$ cat src/rtl/shift_pkg.sv
// rtl/shift_pkg.sv - op-code and state encodings shared by the sequential shifter
package shift_pkg;

    // Shift operation codes; lsl and lsa behave identically
    localparam logic [1:0] OP_LSL = 2'b00;
    localparam logic [1:0] OP_RSL = 2'b01;
    localparam logic [1:0] OP_LSA = 2'b10;
    localparam logic [1:0] OP_RSA = 2'b11;

    // Controller state encoding
    localparam logic [1:0] ST_IDLE  = 2'd0;
    localparam logic [1:0] ST_SHIFT = 2'd1;
    localparam logic [1:0] ST_DONE  = 2'd2;

endpackage

$ cat src/rtl/shift_step.sv
// rtl/shift_step.sv - combinational single-position shift selected by op
module shift_step
    import shift_pkg::*;
#(
    parameter int WIDTH = 8
) (
    input  logic [WIDTH-1:0] data,
    input  logic [1:0]       op,
    output logic [WIDTH-1:0] result
);

    // One-bit shift: left ops zero-fill the LSB, rsl zero-fills the MSB, rsa keeps the sign
    always_comb begin
        result = data;
        case (op)
            OP_LSL, OP_LSA: result = {data[WIDTH-2:0], 1'b0};
            OP_RSL:         result = {1'b0, data[WIDTH-1:1]};
            default:        result = {data[WIDTH-1], data[WIDTH-1:1]};
        endcase
    end

endmodule

$ cat src/rtl/shift_seq.sv
// rtl/shift_seq.sv - multi-cycle shifter, one bit position per clock with start/done handshake
module shift_seq
    import shift_pkg::*;
#(
    parameter int WIDTH = 8,
    parameter int CNT_W = 3
) (
    input  logic             clk,
    input  logic             rst_n,
    input  logic             start,
    input  logic [WIDTH-1:0] in,
    input  logic [CNT_W-1:0] num,
    input  logic [1:0]       op,
    output logic             busy,
    output logic             done,
    output logic [WIDTH-1:0] out
);

    logic [1:0]       state;
    logic [WIDTH-1:0] work;
    logic [CNT_W-1:0] cnt;
    logic [1:0]       op_q;
    logic [WIDTH-1:0] step_result;
    logic             done_q;
    logic [WIDTH-1:0] out_q;

    shift_step #(
        .WIDTH(WIDTH)
    ) u_step (
        .data  (work),
        .op    (op_q),
        .result(step_result)
    );

    // FSM, counter and datapath; out/done load on the edge entering DONE so out is valid with done
    always_ff @(posedge clk) begin
        if (!rst_n) begin
            state  <= ST_IDLE;
            work   <= '0;
            cnt    <= '0;
            op_q   <= OP_LSL;
            done_q <= 1'b0;
            out_q  <= '0;
        end else begin
            done_q <= 1'b0;
            case (state)
                ST_IDLE: begin
                    if (start) begin
                        work <= in;
                        cnt  <= num;
                        op_q <= op;
                        if (num != '0) begin
                            state <= ST_SHIFT;
                        end else begin
                            state  <= ST_DONE;
                            out_q  <= in;
                            done_q <= 1'b1;
                        end
                    end
                end
                ST_SHIFT: begin
                    work <= step_result;
                    cnt  <= cnt - CNT_W'(1);
                    if (cnt == CNT_W'(1)) begin
                        state  <= ST_DONE;
                        out_q  <= step_result;
                        done_q <= 1'b1;
                    end
                end
                ST_DONE: begin
                    state <= ST_IDLE;
                end
                default: begin
                    state <= ST_IDLE;
                end
            endcase
        end
    end

    assign busy = (state != ST_IDLE);
    assign done = done_q;
    assign out  = out_q;

endmodule

$ cat config.mk
export PLATFORM = sky130hd
export DESIGN_NAME = shift_seq
export DESIGN_NICKNAME = d
export VERILOG_FILES = /design/src/rtl/shift_pkg.sv /design/src/rtl/shift_step.sv /design/src/rtl/shift_seq.sv
export SDC_FILE = /design/constraint.sdc
export NUM_CORES = 1
export LEC_CHECK = 0
export CORE_ASPECT_RATIO = 0.8
export CORE_MARGIN = 4
export CORE_UTILIZATION = 48
export CTS_BUF_LIST = sky130_fd_sc_hd__clkbuf_4 sky130_fd_sc_hd__clkbuf_8
export DETAILED_ROUTE_END_ITERATION = 7
export PLACE_DENSITY = 0.78
export SETUP_SLACK_MARGIN = 0.1
export SLEW_MARGIN = 20
export SYNTH_ARGS = -nofsm -noshare
export SYNTH_HDL_FRONTEND = slang
export SYNTH_HIERARCHICAL = 1
export SYNTH_SLANG_ARGS = --single-unit
$ cat constraint.sdc
create_clock -name clk -period 1.5 [get_ports clk]
set_clock_uncertainty 0.15 [all_clocks]
set_input_delay 0.3 -clock clk [delete_from_list [all_inputs] [get_ports clk]]
set_output_delay 0.3 -clock clk [all_outputs]
set_load 0.005 [all_outputs]
==> impl_metrics.py, run 1 <==
metrics = {
    "synth": {
        "synth_top_area_share": 0.357,
        "synth_compound_area_frac": 0.230,
        "synth_fp_nets": 170,
        "yosysSeqAreaShare": 0.357,
        "synth-simple-area-share": 0.226,
        "synth_common_cells": "24 x dfxtp_1, 23 x nand2_1, 16 x a221oi_1, 13 x inv_1",
        "yosys.area_share.xor_xnor": 0,
        "synth_top_flop_cell": "dfxtp_1",
        "syn_area_um2": 1350,
        "muxShareOfSynthArea": 0.0669,
        "yosysUniqueCellTypes": 33,
        "yosys-top-cells-area": "dfxtp_1 36%, a221oi_1 10%, mux2_4 6.7%",
        "ys_seq_elements": 24,
        "yosysMostFrequentCell": "dfxtp_1",
        "async_reset_ff_frac": 0,
        "ys_warn_count": 6,
        "synth_top_family_by_area": "compound AO/OA/AOI/OAI gates",
        "synth.avg_cell_area_um2": 8.87,
        "synthAdderAreaFrac": 0.0186,
        "yosys.area.top_type": "dfxtp_1",
        "syn-instance-count": 152,
        "synth_edf_count": 0,
    },
    "placed_design": {
        "globalplace.congestion": 0.803,
        "dpl.hpwl_mm": 2.60,
        "portBuffers": 25,
        "dp_cells": 222,
    },
    "floorplanning": {
        "initial_core_util": 0.526,
        "die_x_um": 67.2,
        "fp.dieH_um": 55.4,
        "pin_count": 26,
        "rows": 16,
    },
    "clocking": {
        "htreeDepth": 1,
        "cts_buffers": 3,
        "cts_root_buffer": "clkbuf_4",
        "hold_buffers": 0,
        "cts.path.max_buffers": 2,
        "clkSinkCount": 24,
    },
    "grt": {
        "grt_start_max_net_pins": 23,
        "antenna_found_initial": 1,
    },
    "outcome": {
        "status": "aborted with a tool error",
        "failed_stage": "global routing",
        "error_line": "[ERROR DPL-0033] detailed placement checks failed during check placement.",
    },
    "timing": {
        "timing.grt.repair.worst_endpoint": "out[1]$_SDFFE_PN0P_/D",
        "endpoint_type": "sequential cell input",
    },
}
==> stage by stage <==
step | util | TNS [ns] | hold WS (ns) | instance area [µm²] | setup slack [ns]
after CTS | 0.903 | -1.16 | 0.272 | 2310 | -0.127
after global placement | 0.718 | -6.06 | 0.299 | 1840 | -0.415
after floorplan | - | 0 | 0.273 | 1440 | 0.0616
after detailed placement | 0.718 | -6.85 | 0.309 | 1840 | -0.472
==> cells by family after synthesis <==
logic type / count (synthesis)
buf+inv: 27
compound gates: 38
mux: 6
flops: 24
fa+ha+maj: 2
simple gates: 55
==> what timing repair did <==
action                                  in CTS
endpoints found under the setup margin      30
cloned                                       7
gates resized for setup                     69
pin swaps                                   25
buffers inserted                             9
==> run 2, diff against run 1 <==
CORE_AREA = 4 4 65 67   (was not set)
CORE_ASPECT_RATIO = not set   (was 0.8)
CORE_MARGIN = not set   (was 4)
CORE_UTILIZATION = not set   (was 48)
CTS_BUF_LIST = not set   (was sky130_fd_sc_hd__clkbuf_4 sky130_fd_sc_hd__clkbuf_8)
DIE_AREA = 0 0 69 71   (was not set)
PLACE_DENSITY = not set   (was 0.78)
PLACE_DENSITY_LB_ADDON = 0.15   (was not set)
SETUP_SLACK_MARGIN = not set   (was 0.1)
clock period = 1.95 ns   (was 1.5 ns; I/O delays follow)
==> impl_metrics.py, run 2 <==
metrics = {
    "critical_path": {
        "crit_path_start_kind": "flop",
        "critical_path.max_fanout": 4,
        "r2r_start": "cnt[1]",
        "cp_data_required_time_ns": 1.41,
        "rr_endpoint": "out[0]",
        "end_kind": "primary output",
        "crit_type": "reg -> out",
        "regToRegSetupSlack_ns": 0.18,
        "reg2reg_depth": 5,
        "worstPathArrival_ns": 1.29,
    },
    "routing": {
        "wl_met3_um": 196,
        "route.antenna.remaining_nets": 0,
        "route.detailed.drc": 0,
        "dr_wl_met2_mm": 1.47,
        "drtIter0Drc": 60,
        "totalWireLength_mm": 3.15,
        "via_per_inst": 5.26,
        "vias": 1226,
        "firstDrtPassIters": 4,
        "wire_per_inst_um": 13.5,
        "wl_met1_mm": 1.47,
        "highest_layer": "met4",
    },
    "grt": {
        "grt_start_max_net_pins": 23,
        "antenna_found_initial": 0,
        "grt_pass1_vias": 1127,
        "track_usage": 0.133,
        "grt_pass1_wl_mm": 5.40,
        "globalRoute.totalOverflow": 0,
    },
    "clocking": {
        "clk_latency_ns": 0.26,
        "cts_buffers": 3,
        "htreeDepth": 1,
        "hold_buffers": 0,
        "cts_tree": "built",
        "cts_root_buffer": "clkbuf_8",
        "clkSinkCount": 24,
        "clkTransAtPathRegs_ns": 0.08,
        "cts.path.max_buffers": 2,
    },
    "timing": {
        "finalSetupViolations": 0,
        "rsz0062_at_grt": "false",
        "tightest_slew_ns": 0.449,
        "fmaxAchievable_mhz": 546,
        "relSlewSlack": 0.700,
        "finalCritPeriodShare": 0.938,
        "fin_crit_ns": 1.83,
        "finalHoldViolations": 0,
        "slew_violations": 0,
    },
    "placed_design": {
        "portBuffers": 25,
        "postPlaceCellArea_um2": 1710,
        "dpl.hpwl_mm": 2.39,
        "globalplace.congestion": 0.831,
    },
    "final_layout": {
        "drive_gt1_frac": 0.178,
        "nets": 204,
        "layout_commonest_cell": "clkdlybuf4s50_1",
        "area_growth_pct": 32.5,
        "layout_common_cells": "25 x clkdlybuf4s50_1, 24 x dfxtp_1, 23 x nand2_1",
        "diodes": 0,
        "fin_area_um2": 1790,
        "final_core_util": 0.491,
    },
    "synth": {
        "synth_edf_count": 0,
        "yosysMostFrequentCell": "dfxtp_1",
        "yosysSeqAreaShare": 0.357,
        "async_reset_ff_frac": 0,
        "ys_seq_elements": 24,
        "synth_fp_nets": 170,
        "syn-instance-count": 152,
        "ys_warn_count": 6,
        "yosys.area.top_type": "dfxtp_1",
        "syn_area_um2": 1350,
        "synth.avg_cell_area_um2": 8.87,
        "synth_top_area_share": 0.357,
        "synth_common_cells": "24 x dfxtp_1, 23 x nand2_1, 16 x a221oi_1, 13 x inv_1",
        "synth_top_flop_cell": "dfxtp_1",
        "yosys-top-cells-area": "dfxtp_1 36%, a221oi_1 10%, mux2_4 6.7%",
        "yosysUniqueCellTypes": 33,
    },
    "min_path": {
        "hold_end": "op_q[1]",
        "hold-path-cell-count": 2,
        "hold_path_class": "reg -> reg",
        "hold_start": "op_q[1]",
    },
    "floorplanning": {
        "pin_count": 26,
        "core_um2": 3630,
        "initial_core_util": 0.371,
        "die_x_um": 69,
        "die_area_um2": 4900,
        "fp.dieH_um": 71,
        "rows": 22,
    },
    "pwr": {
        "p_leak_nw": 0.744,
        "p_per_area_nw_per_um2": 737,
        "ir_drop_uv": 297,
    },
    "outcome": {
        "status": "complete, no violations",
    },
    "flow_run": {
        "maxCapViolations": 0,
    },
}
## run 2: how the worst max path moves through the flow
stage / startpoint / endpoint / depth (start not counted) / slack (ns)
after detailed placement: num[1] / out[2] / 4 / -0.16
after global placement: num[1] / out[3] / 4 / -0.09
final: state[0] / busy / 3 / 0.12
after CTS: state[0] / busy / 3 / 0.03
after global routing: cnt[1] / out[1] / 5 / 0.009
after floorplan: num[1] / out[0] / 4 / 0.41
## run 2: cells by family after synthesis
| logic type | Yosys count | synth area share |
|---|---|---|
| AO/OA/AOI/OAI | 38 | 0.230 |
| adder cells (fa/ha/maj) | 2 | 0.0186 |
| buffers and inverters | 27 | 0.102 |
| flip-flops | 24 | 0.357 |
| multiplexers | 6 | 0.0669 |
| AND/OR/NAND/NOR | 55 | 0.226 |
## run 2: worst max-delay path, stage by stage, from the launching register on
cell and delay, ns:
dfxtp_1 0.41, nor2_4 0.06, inv_2 0.06, clkdlybuf4s50_1 0.49
## run 2: what timing repair did
action / in CTS / in global routing
setup endpoints to repair: 1 / 1
gates resized for setup: 1 / 0
endpoints found under the hold margin: 0 / 0
pin swaps: 0 / 1
setup buffers: 0 / 2
## run 2: stage by stage
| step | instances | TNS (ns) | hold WS, ns | power [mW] | worst slack, ns |
|---|---|---|---|---|---|
| 2_1_floorplan | 152 | 0 | 0.287 | 0.827 | 0.406 |
| 3_3_place_gp | 227 | -0.708 | 0.301 | 0.979 | -0.0944 |
| 3_5_place_dp | 227 | -1.13 | 0.304 | 0.985 | -0.158 |
| 4_1_cts | 231 | 0 | 0.315 | 1.32 | 0.0296 |
| 5_1_grt | 233 | 0 | 0.338 | 1.41 | 0.00949 |
| 6_report | 233 | 0 | 0.318 | 1.32 | 0.120 |
## run 2: area by class of cell
class                   count  area (µm²)
inverters                  14        52.6
flip-flops and latches     24         480
clock buffers               4        55.1
fillers                   348        1850
well taps                  48        60.1
repair buffers             42         403
multi-input cells         101         734
## run 2: power breakdown
part / internal (mW) / switching, mW / leakage (nW)
clock network: 0.180 / 0.152 / 0.0288
registers: 0.543 / 0.0389 / 0.198
logic: 0.225 / 0.177 / 0.518
## run 2: per-layer routing
layer / vias to the layer above / track usage
met5: - / 0
met4: 0 / 0.0412
met3: 2 / 0.0185
met2: 44 / 0.214
met1: 562 / 0.185
li1: 618 / -
Power figures use the tool's default switching activity.
==> run 3, diff against run 2 <==
CORE_AREA = 2 2 63 65   (was 4 4 65 67)
DIE_AREA = 0 0 65 67   (was 0 0 69 71)
clock period = 1.5 ns   (was 1.95 ns; I/O delays follow)
==> impl_metrics.py, run 3 (synthesis results as in run 2) <==
metrics = {
    "routing": {
        "route.detailed.drc": 0,
        "wire_per_inst_um": 16.4,
        "via_per_inst": 5.48,
        "drtIter0Drc": 78,
        "totalWireLength_mm": 4.13,
        "vias": 1381,
        "firstDrtPassIters": 4,
        "route.antenna.remaining_nets": 0,
    },
    "critical_path": {
        "critical_path.max_fanout": 8,
        "crit_path_top_delay_cell": "nor4bb_4",
        "end_kind": "flop",
        "worstPathArrival_ns": 1.62,
        "path_delay_family": "compound AO/OA/AOI/OAI gates",
        "slowest_delay_ns": 0.37,
        "path_cells": "inv_2, ha_4, nor4bb_4, o22ai_4, a221oi_2",
        "regToRegSetupSlack_ns": -0.1,
        "crit_path_start_kind": "flop",
        "cp_data_required_time_ns": 1.52,
        "critPathBufInv": 1,
        "crit_type": "reg -> reg",
    },
    "grt": {
        "grt_start_max_net_pins": 23,
        "globalRoute.totalOverflow": 0,
        "grt_pass1_wl_mm": 5.97,
        "antenna_found_initial": 0,
        "track_usage": 0.180,
        "grt_pass1_vias": 1308,
    },
    "placed_design": {
        "dpl.hpwl_mm": 2.46,
        "portBuffers": 25,
        "globalplace.congestion": 0.822,
        "postPlaceCellArea_um2": 1820,
        "pre_cts_ws_ns": -0.527,
    },
    "pwr": {
        "sequentialPowerShare": 0.377,
        "clock_power_share": 0.215,
        "ir_drop_uv": 450,
        "netSwitchingFraction": 0.307,
        "comb_power_share": 0.408,
        "internal_power_mw": 1.40,
        "total_power_mw": 2.02,
        "p_leak_nw": 0.973,
        "power_switching_mw": 0.619,
        "p_per_area_nw_per_um2": 871,
    },
    "clocking": {
        "clkTransAtPathRegs_ns": 0.08,
        "cts_root_buffer": "clkbuf_8",
        "cts_buffers": 3,
        "cts.path.max_buffers": 2,
        "htreeDepth": 1,
        "clk_latency_ns": 0.26,
        "clkSinkCount": 24,
        "cts_tree": "built",
    },
    "outcome": {
        "status": "finished with violations",
        "failed_checks": "setup timing",
    },
    "timing": {
        "final.setup.worst_slack_ns": -0.0981,
        "tns_ns": -0.863,
        "hold_ws_ns": 0.314,
        "fin_crit_ns": 1.60,
        "finalSetupViolations": 11,
        "fmaxAchievable_mhz": 626,
        "tightest_slew_ns": 0.386,
        "finalHoldViolations": 0,
        "rsz0062_at_grt": "true",
        "slew_violations": 0,
        "relSlewSlack": 0.743,
        "finalCritPeriodShare": 1.07,
    },
    "final_layout": {
        "layout_commonest_cell": "nand2_1",
        "fin_area_um2": 2320,
        "nets": 223,
        "drive_gt1_frac": 0.480,
        "layout_common_cells": "22 x nand2_1, 18 x buf_4, 15 x a221oi_2",
        "diodes": 0,
        "area_growth_pct": 72.0,
    },
    "floorplanning": {
        "pin_count": 26,
        "rows": 22,
        "die_area_um2": 4360,
        "fp.dieH_um": 67,
        "die_x_um": 65,
        "initial_core_util": 0.374,
        "core_um2": 3610,
    },
    "min_path": {
        "hold_path_class": "reg -> reg",
    },
    "flow_run": {
        "maxCapViolations": 0,
    },
}
==> run 3: timing repair <==
action | 4_1_cts | 5_1_grt
gates cloned | 2 | 3
pin swaps | 8 | 20
hold endpoints to repair | 0 | 0
gates resized for setup | 46 | 39
setup endpoints to repair | 29 | 27
setup buffers | 5 | 2
hold buffers | 0 | 0
==> run 3: metal layers <==
layer,GRT usage,part of all wire,vias to the layer above,wire [µm]
met4,0.0691,0.015,0,61
met3,0.0287,0.047,6,196
met5,0,0,-,0
met2,0.329,0.51,41,2110
li1,-,-,666,-
met1,0.208,0.43,668,1760
==> run 3: worst paths after layout <==
path / endpoint / cells after the start / startpoint
setup / recovery: out[7] / 5 / cnt[1]
hold / removal: op_q[1] / 2 / op_q[1]
setup reg to reg: out[7] / 5 / cnt[1]
hold reg to reg: op_q[1] / 2 / op_q[1]
==> run 3: power groups by stage <==
stage | sequential [mW] | clock [mW] | combinational [mW]
2_1_floorplan | 0.759 | 0 | 0.316
3_3_place_gp | 0.768 | 0 | 0.559
3_5_place_dp | 0.773 | 0 | 0.569
4_1_cts | 0.755 | 0.450 | 0.663
5_1_grt | 0.770 | 0.478 | 0.877
6_report | 0.760 | 0.434 | 0.824
==> run 3: area by class of cell <==
class / instances / area [µm²]
inverters: 14 / 52.6
repair buffers: 60 / 644
well taps: 48 / 60.1
fillers: 281 / 1290
multi-input cells: 102 / 1010
clock buffers: 4 / 55.1
flip-flops and latches: 24 / 498
==> run 3: worst register-to-register path: stages (launching register included) <==
cell	delay, ns
dfxtp_2	0.33
inv_2	0.07
ha_4	0.13
nor4bb_4	0.37
o22ai_4	0.18
a221oi_2	0.27
==> run 3: metrics by stage <==
step                utilization  cells
global route              0.643    252
detailed placement        0.503    236
global placement          0.503    236
finish                    0.643    252
CTS                       0.573    247
floorplan                     -    152
==> run 4, diff against run 3 <==
CTS_CLUSTER_SIZE = 8   (was not set)
==> results of run 4 <==
Same layout as run 3: the final DEF is identical, and so are final timing and power.
